===== config.mk =====
export PLATFORM = sky130hd
export DESIGN_NAME = mem_stage
export DESIGN_NICKNAME = d
export VERILOG_FILES = /design/src/rtl/mem_stage_pkg.sv /design/src/rtl/mem_align.sv /design/src/rtl/mem_stage.sv
export SDC_FILE = /design/constraint.sdc
export NUM_CORES = 1
export LEC_CHECK = 0
export CORE_UTILIZATION = 24
export CTS_CLUSTER_DIAMETER = 100
export CTS_CLUSTER_SIZE = 40
export DETAILED_ROUTE_END_ITERATION = 10
export PLACE_DENSITY = 0.5
export SLEW_MARGIN = 20
export SYNTH_ARGS = -nofsm -noshare
export SYNTH_HDL_FRONTEND = slang
export SYNTH_SLANG_ARGS = --single-unit
export TNS_END_PERCENT = 5

===== constraint.sdc =====
create_clock -name clk -period 10.8 [get_ports clk]
set_input_delay 1.08 -clock clk [delete_from_list [all_inputs] [get_ports clk]]
set_output_delay 1.08 -clock clk [all_outputs]
set_load 0.005 [all_outputs]

===== src/rtl/mem_stage_pkg.sv =====
// ============================================================================
// mem_stage_pkg
// Opcode/funct3 constants shared with the execute stage, FSM state encoding
// for the memory-access stage, and a write-back qualification helper.
// Revision: 1.0 - initial release
// ============================================================================
`default_nettype none

package mem_stage_pkg;

   // Base-ISA major opcodes
   localparam logic [6:0] OPC_LOAD   = 7'b0000011;
   localparam logic [6:0] OPC_STORE  = 7'b0100011;
   localparam logic [6:0] OPC_OP     = 7'b0110011;
   localparam logic [6:0] OPC_OP_IMM = 7'b0010011;
   localparam logic [6:0] OPC_LUI    = 7'b0110111;
   localparam logic [6:0] OPC_AUIPC  = 7'b0010111;
   localparam logic [6:0] OPC_JAL    = 7'b1101111;
   localparam logic [6:0] OPC_JALR   = 7'b1100111;
   localparam logic [6:0] OPC_BRANCH = 7'b1100011;

   // Load/store width encodings
   localparam logic [2:0] F3_B  = 3'b000;
   localparam logic [2:0] F3_H  = 3'b001;
   localparam logic [2:0] F3_W  = 3'b010;
   localparam logic [2:0] F3_BU = 3'b100;
   localparam logic [2:0] F3_HU = 3'b101;

   // Memory stage FSM states
   typedef enum logic [0:0] {
      ST_IDLE = 1'b0,
      ST_WAIT = 1'b1
   } state_t;

   // Non-memory instructions that produce a register result
   function automatic logic writes_rd(input logic [6:0] op);
      case (op)
         OPC_OP, OPC_OP_IMM, OPC_LUI, OPC_AUIPC, OPC_JAL, OPC_JALR: writes_rd = 1'b1;
         default:                                                   writes_rd = 1'b0;
      endcase
   endfunction

endpackage

`default_nettype wire


===== src/rtl/mem_align.sv =====
// ============================================================================
// mem_align
// Combinational byte-lane steering for stores, extraction plus sign/zero
// extension for loads, and misalignment detection.
// Unknown funct3 values are treated as full-word accesses.
// Revision: 1.0 - initial release
// ============================================================================
`default_nettype none

module mem_align
   import mem_stage_pkg::*;
(
   input  logic        is_store,
   input  logic [2:0]  funct3,
   input  logic [1:0]  addr_lo,
   input  logic [31:0] rs2_data,
   input  logic [31:0] rdata,
   output logic [3:0]  be,
   output logic [31:0] wdata,
   output logic [31:0] load_data,
   output logic        misaligned
);

   logic [7:0]  byte_sel;
   logic [15:0] half_sel;

   // Pick the addressed byte and halfword out of the returned word
   always_comb begin
      byte_sel = rdata[7:0];
      case (addr_lo)
         2'd0: byte_sel = rdata[7:0];
         2'd1: byte_sel = rdata[15:8];
         2'd2: byte_sel = rdata[23:16];
         2'd3: byte_sel = rdata[31:24];
         default: byte_sel = rdata[7:0];
      endcase
      half_sel = addr_lo[1] ? rdata[31:16] : rdata[15:0];
   end

   // Store steering, load extension and alignment check
   always_comb begin
      be         = 4'b1111;
      wdata      = rs2_data;
      load_data  = rdata;
      misaligned = 1'b0;
      if (is_store) begin
         case (funct3)
            F3_B: begin
               wdata = {4{rs2_data[7:0]}};
               be    = 4'b0001 << addr_lo;
            end
            F3_H: begin
               wdata      = {2{rs2_data[15:0]}};
               be         = addr_lo[1] ? 4'b1100 : 4'b0011;
               misaligned = addr_lo[0];
            end
            default: misaligned = |addr_lo;
         endcase
      end else begin
         case (funct3)
            F3_B:  load_data = {{24{byte_sel[7]}}, byte_sel};
            F3_BU: load_data = {24'd0, byte_sel};
            F3_H: begin
               load_data  = {{16{half_sel[15]}}, half_sel};
               misaligned = addr_lo[0];
            end
            F3_HU: begin
               load_data  = {16'd0, half_sel};
               misaligned = addr_lo[0];
            end
            default: misaligned = |addr_lo;
         endcase
      end
   end

endmodule

`default_nettype wire


===== src/rtl/mem_stage.sv =====
// ============================================================================
// mem_stage
// Memory-access stage: passes non-memory instructions through in one cycle,
// performs loads/stores over a req/ack port, and emits one registered
// write-back record per instruction.
// Optional macro MISALIGN_TRAP_EN: trap misaligned accesses instead of
// silently ignoring the low address bits.
// Revision: 1.0 - initial release
// ============================================================================
`default_nettype none

module mem_stage
   import mem_stage_pkg::*;
(
   input  logic        clk,
   input  logic        rst,
   input  logic        in_valid,
   output logic        in_ready,
   input  logic [31:0] alu_out,
   input  logic [6:0]  opcode,
   input  logic [2:0]  funct3,
   input  logic [4:0]  rd,
   input  logic [31:0] rs2_data,
   output logic        dmem_req,
   output logic        dmem_we,
   output logic [31:0] dmem_addr,
   output logic [3:0]  dmem_be,
   output logic [31:0] dmem_wdata,
   input  logic        dmem_ack,
   input  logic [31:0] dmem_rdata,
   output logic        wb_valid,
   output logic        wb_we,
   output logic [4:0]  wb_rd,
   output logic [31:0] wb_data,
   output logic        err
);

   state_t      state;
   logic [2:0]  funct3_q;
   logic [1:0]  addr_lo_q;
   logic [4:0]  rd_q;
   logic        err_q;

   logic        is_load;
   logic        is_store;
   logic        is_mem;
   logic        trap;

   logic        align_store;
   logic [2:0]  align_f3;
   logic [1:0]  align_a;
   logic [3:0]  align_be;
   logic [31:0] align_wdata;
   logic [31:0] load_data;
   logic        misaligned;

   assign is_load  = (opcode == OPC_LOAD);
   assign is_store = (opcode == OPC_STORE);
   assign is_mem   = is_load | is_store;
   assign in_ready = (state == ST_IDLE);

   // In IDLE the aligner steers the incoming store; in WAIT it extracts the
   // returning load using the fields captured at issue.
   assign align_store = (state == ST_IDLE) ? is_store     : dmem_we;
   assign align_f3    = (state == ST_IDLE) ? funct3       : funct3_q;
   assign align_a     = (state == ST_IDLE) ? alu_out[1:0] : addr_lo_q;

   mem_align u_align (
      .is_store   (align_store),
      .funct3     (align_f3),
      .addr_lo    (align_a),
      .rs2_data   (rs2_data),
      .rdata      (dmem_rdata),
      .be         (align_be),
      .wdata      (align_wdata),
      .load_data  (load_data),
      .misaligned (misaligned)
   );

`ifdef MISALIGN_TRAP_EN
   assign trap = misaligned;
`else
   logic unused_misaligned;
   assign unused_misaligned = misaligned;
   assign trap = 1'b0;
`endif

   assign err = err_q;

   // Stage FSM: accept in IDLE, hold the memory request in WAIT until ack
   always_ff @(posedge clk or posedge rst) begin
      if (rst) begin
         state      <= ST_IDLE;
         funct3_q   <= 3'd0;
         addr_lo_q  <= 2'd0;
         rd_q       <= 5'd0;
         dmem_req   <= 1'b0;
         dmem_we    <= 1'b0;
         dmem_addr  <= 32'd0;
         dmem_be    <= 4'd0;
         dmem_wdata <= 32'd0;
         wb_valid   <= 1'b0;
         wb_we      <= 1'b0;
         wb_rd      <= 5'd0;
         wb_data    <= 32'd0;
         err_q      <= 1'b0;
      end else begin
         wb_valid <= 1'b0;
         err_q    <= 1'b0;
         case (state)
            ST_IDLE: begin
               if (in_valid) begin
                  if (!is_mem) begin
                     wb_valid <= 1'b1;
                     wb_we    <= writes_rd(opcode) && (rd != 5'd0);
                     wb_rd    <= rd;
                     wb_data  <= alu_out;
                  end else if (trap) begin
                     wb_valid <= 1'b1;
                     wb_we    <= 1'b0;
                     wb_rd    <= rd;
                     wb_data  <= alu_out;
                     err_q    <= 1'b1;
                  end else begin
                     dmem_req   <= 1'b1;
                     dmem_we    <= is_store;
                     dmem_addr  <= {alu_out[31:2], 2'b00};
                     dmem_be    <= align_be;
                     dmem_wdata <= align_wdata;
                     funct3_q   <= funct3;
                     addr_lo_q  <= alu_out[1:0];
                     rd_q       <= rd;
                     state      <= ST_WAIT;
                  end
               end
            end
            ST_WAIT: begin
               if (dmem_ack) begin
                  dmem_req <= 1'b0;
                  wb_valid <= 1'b1;
                  wb_rd    <= rd_q;
                  wb_we    <= !dmem_we && (rd_q != 5'd0);
                  if (!dmem_we)
                     wb_data <= load_data;
                  state    <= ST_IDLE;
               end
            end
            default: state <= ST_IDLE;
         endcase
      end
   end

endmodule

`default_nettype wire

==> results <==
- The flow ran to the end, and the final reports show no timing, DRC or antenna violations.
- The final critical path takes up 32.7% of the cycle.
- Port buffering added 222 buffers.
- The startpoint of the most critical hold path is dmem_addr[10].
- Along the worst hold path, the cell count comes to 2.
- After clock tree synthesis, the setup repair step added 0 buffers.
- Dividing the detail-routed via count by the number of cells gives 4.70.
- The core region area is 24200 um2.
- The post-cts gate resize count is 0.
- Counting the fill cells in the layout gives 2514.
- The top cell types in the final layout, fill and taps aside, are sky130_fd_sc_hd__clkdlybuf4s50_1 (222), sky130_fd_sc_hd__nand2_1 (182), sky130_fd_sc_hd__dfrtp_1 (118).
- The number of cells on the worst reg-to-reg path is 7.
- The worst slack at placement is 6.84 ns.
- The Yosys warning count is 0.
- The number of nets in the final layout is 958.
- The total chip power is 1.39 mW.
- The synthesized netlist devotes 0% of its cell area to XOR and XNOR gates.
- For hold timing, the worst endpoint is dmem_addr[10].
- After technology mapping, the gate count stands at 636.
- The later-pin clock latency in the skew report is 0.42 ns.
- The detailed-route DRC error count is 0.
- Setup repair after global routing left no endpoint under its margin.
- The floorplan die width is 159 um.
- The initial detailed-routing violation count is 275.
- Yosys mapped a number of flops with a built-in enable equal to 0.
- The count of maximum capacitance violations is 0.
- The part of the Yosys area used for sequential elements is 49.9%.
- The number of hold buffers added after CTS was 0.
- After detailed routing, the total wire length is 21900 um.
- For the worst setup path, the data required time is 11.13 ns.
- The highest net fanout along the worst path is 43.
- The cell chosen for the clock root is sky130_fd_sc_hd__clkbuf_16.
- For the final routed database, the setup TNS stands at 0 ns.
- The multi-input combinational cell area is 2720 um2.
- The register bit count reported by yosys is 118.
- After detailed routing, the average wire length per cell comes to 18.5 um.
- The H-tree was split into 4 levels.
- The number of vias after detailed routing is 5550.
- After Yosys synthesis, full adders, half adders and majority gates account for 0% of the synthesized area.
- In the synthesized netlist the async set-or-reset flop fraction comes to 100%.
- The clock drives 118 sinks.
- The chip height is 159 um.
- Summing the areas of all and, or, nand and nor instances in the mapped netlist gives 20.7% of the synthesized area.
- The endpoint type of the worst setup path is a register.
- The highest attainable clock frequency is 0.284 GHz.
- The non-filler instance count after layout is 1181.
- The global-route usage over all layers is 17.8%.
- The most used flip-flop cell after synthesis is sky130_fd_sc_hd__dfrtp_1.
- The number of search-and-repair iterations in the first detailed-routing pass is 6.
- The final critical-path required period is 3.53 ns.
- Headroom to the max-slew limit came out at 30.9%.
- The terminus of the critical flop-to-flop path is wb_data[29].
- The analysis attributes to cell leakage a power of 4.11 nW.
- Data arrives at the worst endpoint at 3.86 ns.
- The placer congestion estimate is 0.780.
- The synthesized-area fraction occupied by ao, oa, aoi and oai cells is 18.1%.
- The residual antenna-violating net count after detailed routing is 0.
- The number of endpoints with negative hold slack in the final report was 0.
- For the pin with the worst max-slew slack, the measured transition is 1.03 ns.
- In this run the register-to-register setup slack is 7.60 ns.
- The number of global-route vias before repair is 5666.
- For this design the ratio of total power to cell area is 155 nW/um2.
- Entering global routing, the biggest net connects 76 pins.
- The tightest hold path in the finished design has a slack of 0.470 ns.
- The total congestion overflow is 0.
- In this run, CTS created clock tree buffers numbering 17.
- Summing every instance area after synthesis gives 5910 um2.
- Clock-pin slew was measured on the worst setup and hold paths at 0.06 ns.
- The area of the die is 25300 um2.
- The floorplan row count is 57.
- The reg-to-reg startpoint is state.
- The max-slew violation count is 0.
- The combinational family with the most area after synthesis is simple AND/OR/NAND/NOR gates.
- Setup violations remaining at the end of the flow were counted as 0.
- The first global-routing pass estimated 34300 um of wire.
- The CTS tree is done.
- The setup clock skew after layout is 0.0128 ns.
- The total instance count after detailed placement is 1148.
- The path type of the worst min-delay path is reg2reg.
- The wire-length estimate of the detail-placed layout is 15800 um.
- The fraction of synthesized area in multiplexers is 6.92%.
- The worst setup path is of the in2reg kind.
- The initial antenna violation count is 1.
- Across the whole layout, storage elements account for 2950 um2.
- Averaged over all synthesized cells, the footprint is 9.30 um2.
- The number of distinct library cell variants in the gate-level netlist after synthesis is 52.
- The final worst-path setup slack is 7.27 ns.
- The total I/O pin count is 226.
- The maximum vdd ir drop is 0.0889 mV.
- Of the cells placed in the final design, the portion with a size suffix greater than 1 is 9.00%.
- The area growth from synthesis to layout is 52.0%.
- The element type at the critical path start is a primary input.
- The initial core utilization is 24.4%.
- Leaving out fill and tap cells, the most frequent cell in the layout is sky130_fd_sc_hd__clkdlybuf4s50_1.
- The longest clock path from root to sink contains 2 buffers.
routing by layer:
metal	GRT usage (%)	vias to the layer above	share of wire [%]
met2	28.1	180	46
li1	-	2660	-
met5	0	-	0.078
met1	24.1	2695	46
met4	3.98	2	0.88
met3	4.90	13	6.7
worst max-delay path, cell delays in order:
cell                              delay (ns)
sky130_fd_sc_hd__clkdlybuf4s50_1        0.44
sky130_fd_sc_hd__or4_4                  0.60
sky130_fd_sc_hd__nor2_1                 0.22
sky130_fd_sc_hd__and2_2                 0.68
sky130_fd_sc_hd__buf_4                  0.51
sky130_fd_sc_hd__nand2_1                0.13
sky130_fd_sc_hd__o211ai_1               0.16
layout make-up:
class	instances	area share (%)
antenna	1	0.0279
clock buffer	17	4.73
clock inverter	15	1.87
inverter	3	0.153
multi-input combinational	472	30.3
sequential	118	32.9
tap	324	4.51
timing repair buffer	231	25.5
metrics by stage:
step / area (um2) / util [%]
after global placement: 8390 / 34.6
after global routing: 8980 / 37.0
after CTS: 8980 / 37.0
after detailed placement: 8390 / 34.6
final: 8980 / 37.1
after floorplan: 5920 / -
worst max path at each step:
stage                     cells past startpoint  startpoint  slack, ns        endpoint
final                                         7   opcode[4]       7.27  dmem_wdata[21]
after global routing                          7   opcode[4]       7.10  dmem_wdata[20]
after global placement                        7   opcode[4]       6.87  dmem_wdata[23]
after floorplan                               1         rst       6.59    addr_lo_q[0]
after detailed placement                      7   opcode[4]       6.84  dmem_wdata[25]
after CTS                                     7   opcode[4]       7.29  dmem_wdata[23]
where the power goes:
group / internal [mW] / switching [mW]
clock network: 0.345 / 0.229
logic: 0.172 / 0.110
registers: 0.499 / 0.0378
kinds of logic (layout without fill, tap and decap cells):
group                  after synthesis  in the layout
buffers and inverters               48            266
AND/OR/NAND/NOR                    278            278
other                                1              4
AO/OA/AOI/OAI                      152            152
multiplexers                        39             39
flip-flops                         118            118
synthesized netlist by cell type (2+ instances only):
master / n / share of area [%]
sky130_fd_sc_hd__nand3_1: 4 / 0.34
sky130_fd_sc_hd__a21oi_1: 31 / 2.6
sky130_fd_sc_hd__dfrtp_1: 118 / 50
sky130_fd_sc_hd__a211o_1: 23 / 3.4
sky130_fd_sc_hd__nor3b_1: 5 / 0.63
sky130_fd_sc_hd__or4_4: 2 / 0.38
sky130_fd_sc_hd__a22oi_1: 10 / 1.3
sky130_fd_sc_hd__o221ai_1: 16 / 2.4
sky130_fd_sc_hd__nand3b_1: 2 / 0.25
sky130_fd_sc_hd__a21oi_2: 10 / 1.5
sky130_fd_sc_hd__inv_1: 2 / 0.13
sky130_fd_sc_hd__o22ai_1: 7 / 0.74
sky130_fd_sc_hd__nand2_1: 183 / 12
sky130_fd_sc_hd__o21a_1: 4 / 0.51
sky130_fd_sc_hd__nor2b_1: 3 / 0.32
sky130_fd_sc_hd__or2_2: 7 / 0.74
sky130_fd_sc_hd__buf_4: 6 / 0.76
sky130_fd_sc_hd__a211oi_1: 2 / 0.25
sky130_fd_sc_hd__o21ai_1: 4 / 0.34
sky130_fd_sc_hd__buf_2: 15 / 1.3
sky130_fd_sc_hd__o21ai_0: 21 / 1.8
sky130_fd_sc_hd__nor2_1: 32 / 2.0
sky130_fd_sc_hd__mux2i_1: 33 / 5.6
sky130_fd_sc_hd__buf_6: 3 / 0.57
sky130_fd_sc_hd__o211ai_1: 3 / 0.38
sky130_fd_sc_hd__mux2_2: 5 / 0.95
sky130_fd_sc_hd__o21bai_1: 2 / 0.25
sky130_fd_sc_hd__clkbuf_1: 19 / 1.2
sky130_fd_sc_hd__a31oi_1: 9 / 0.95
sky130_fd_sc_hd__and3_1: 28 / 3.0
sky130_fd_sc_hd__and2_1: 2 / 0.21
sky130_fd_sc_hd__nor3_1: 5 / 0.42
sequential cells by signal, summed over array words and instances (netlist names), 2 cells and up:
| register | count |
|---|---|
| dmem_be | 4 |
| wb_data | 32 |
| dmem_wdata | 32 |
| dmem_addr | 30 |
| funct3_q | 3 |
| wb_rd | 5 |
| addr_lo_q | 2 |
| rd_q | 5 |
(Power assumes the default switching activity.)
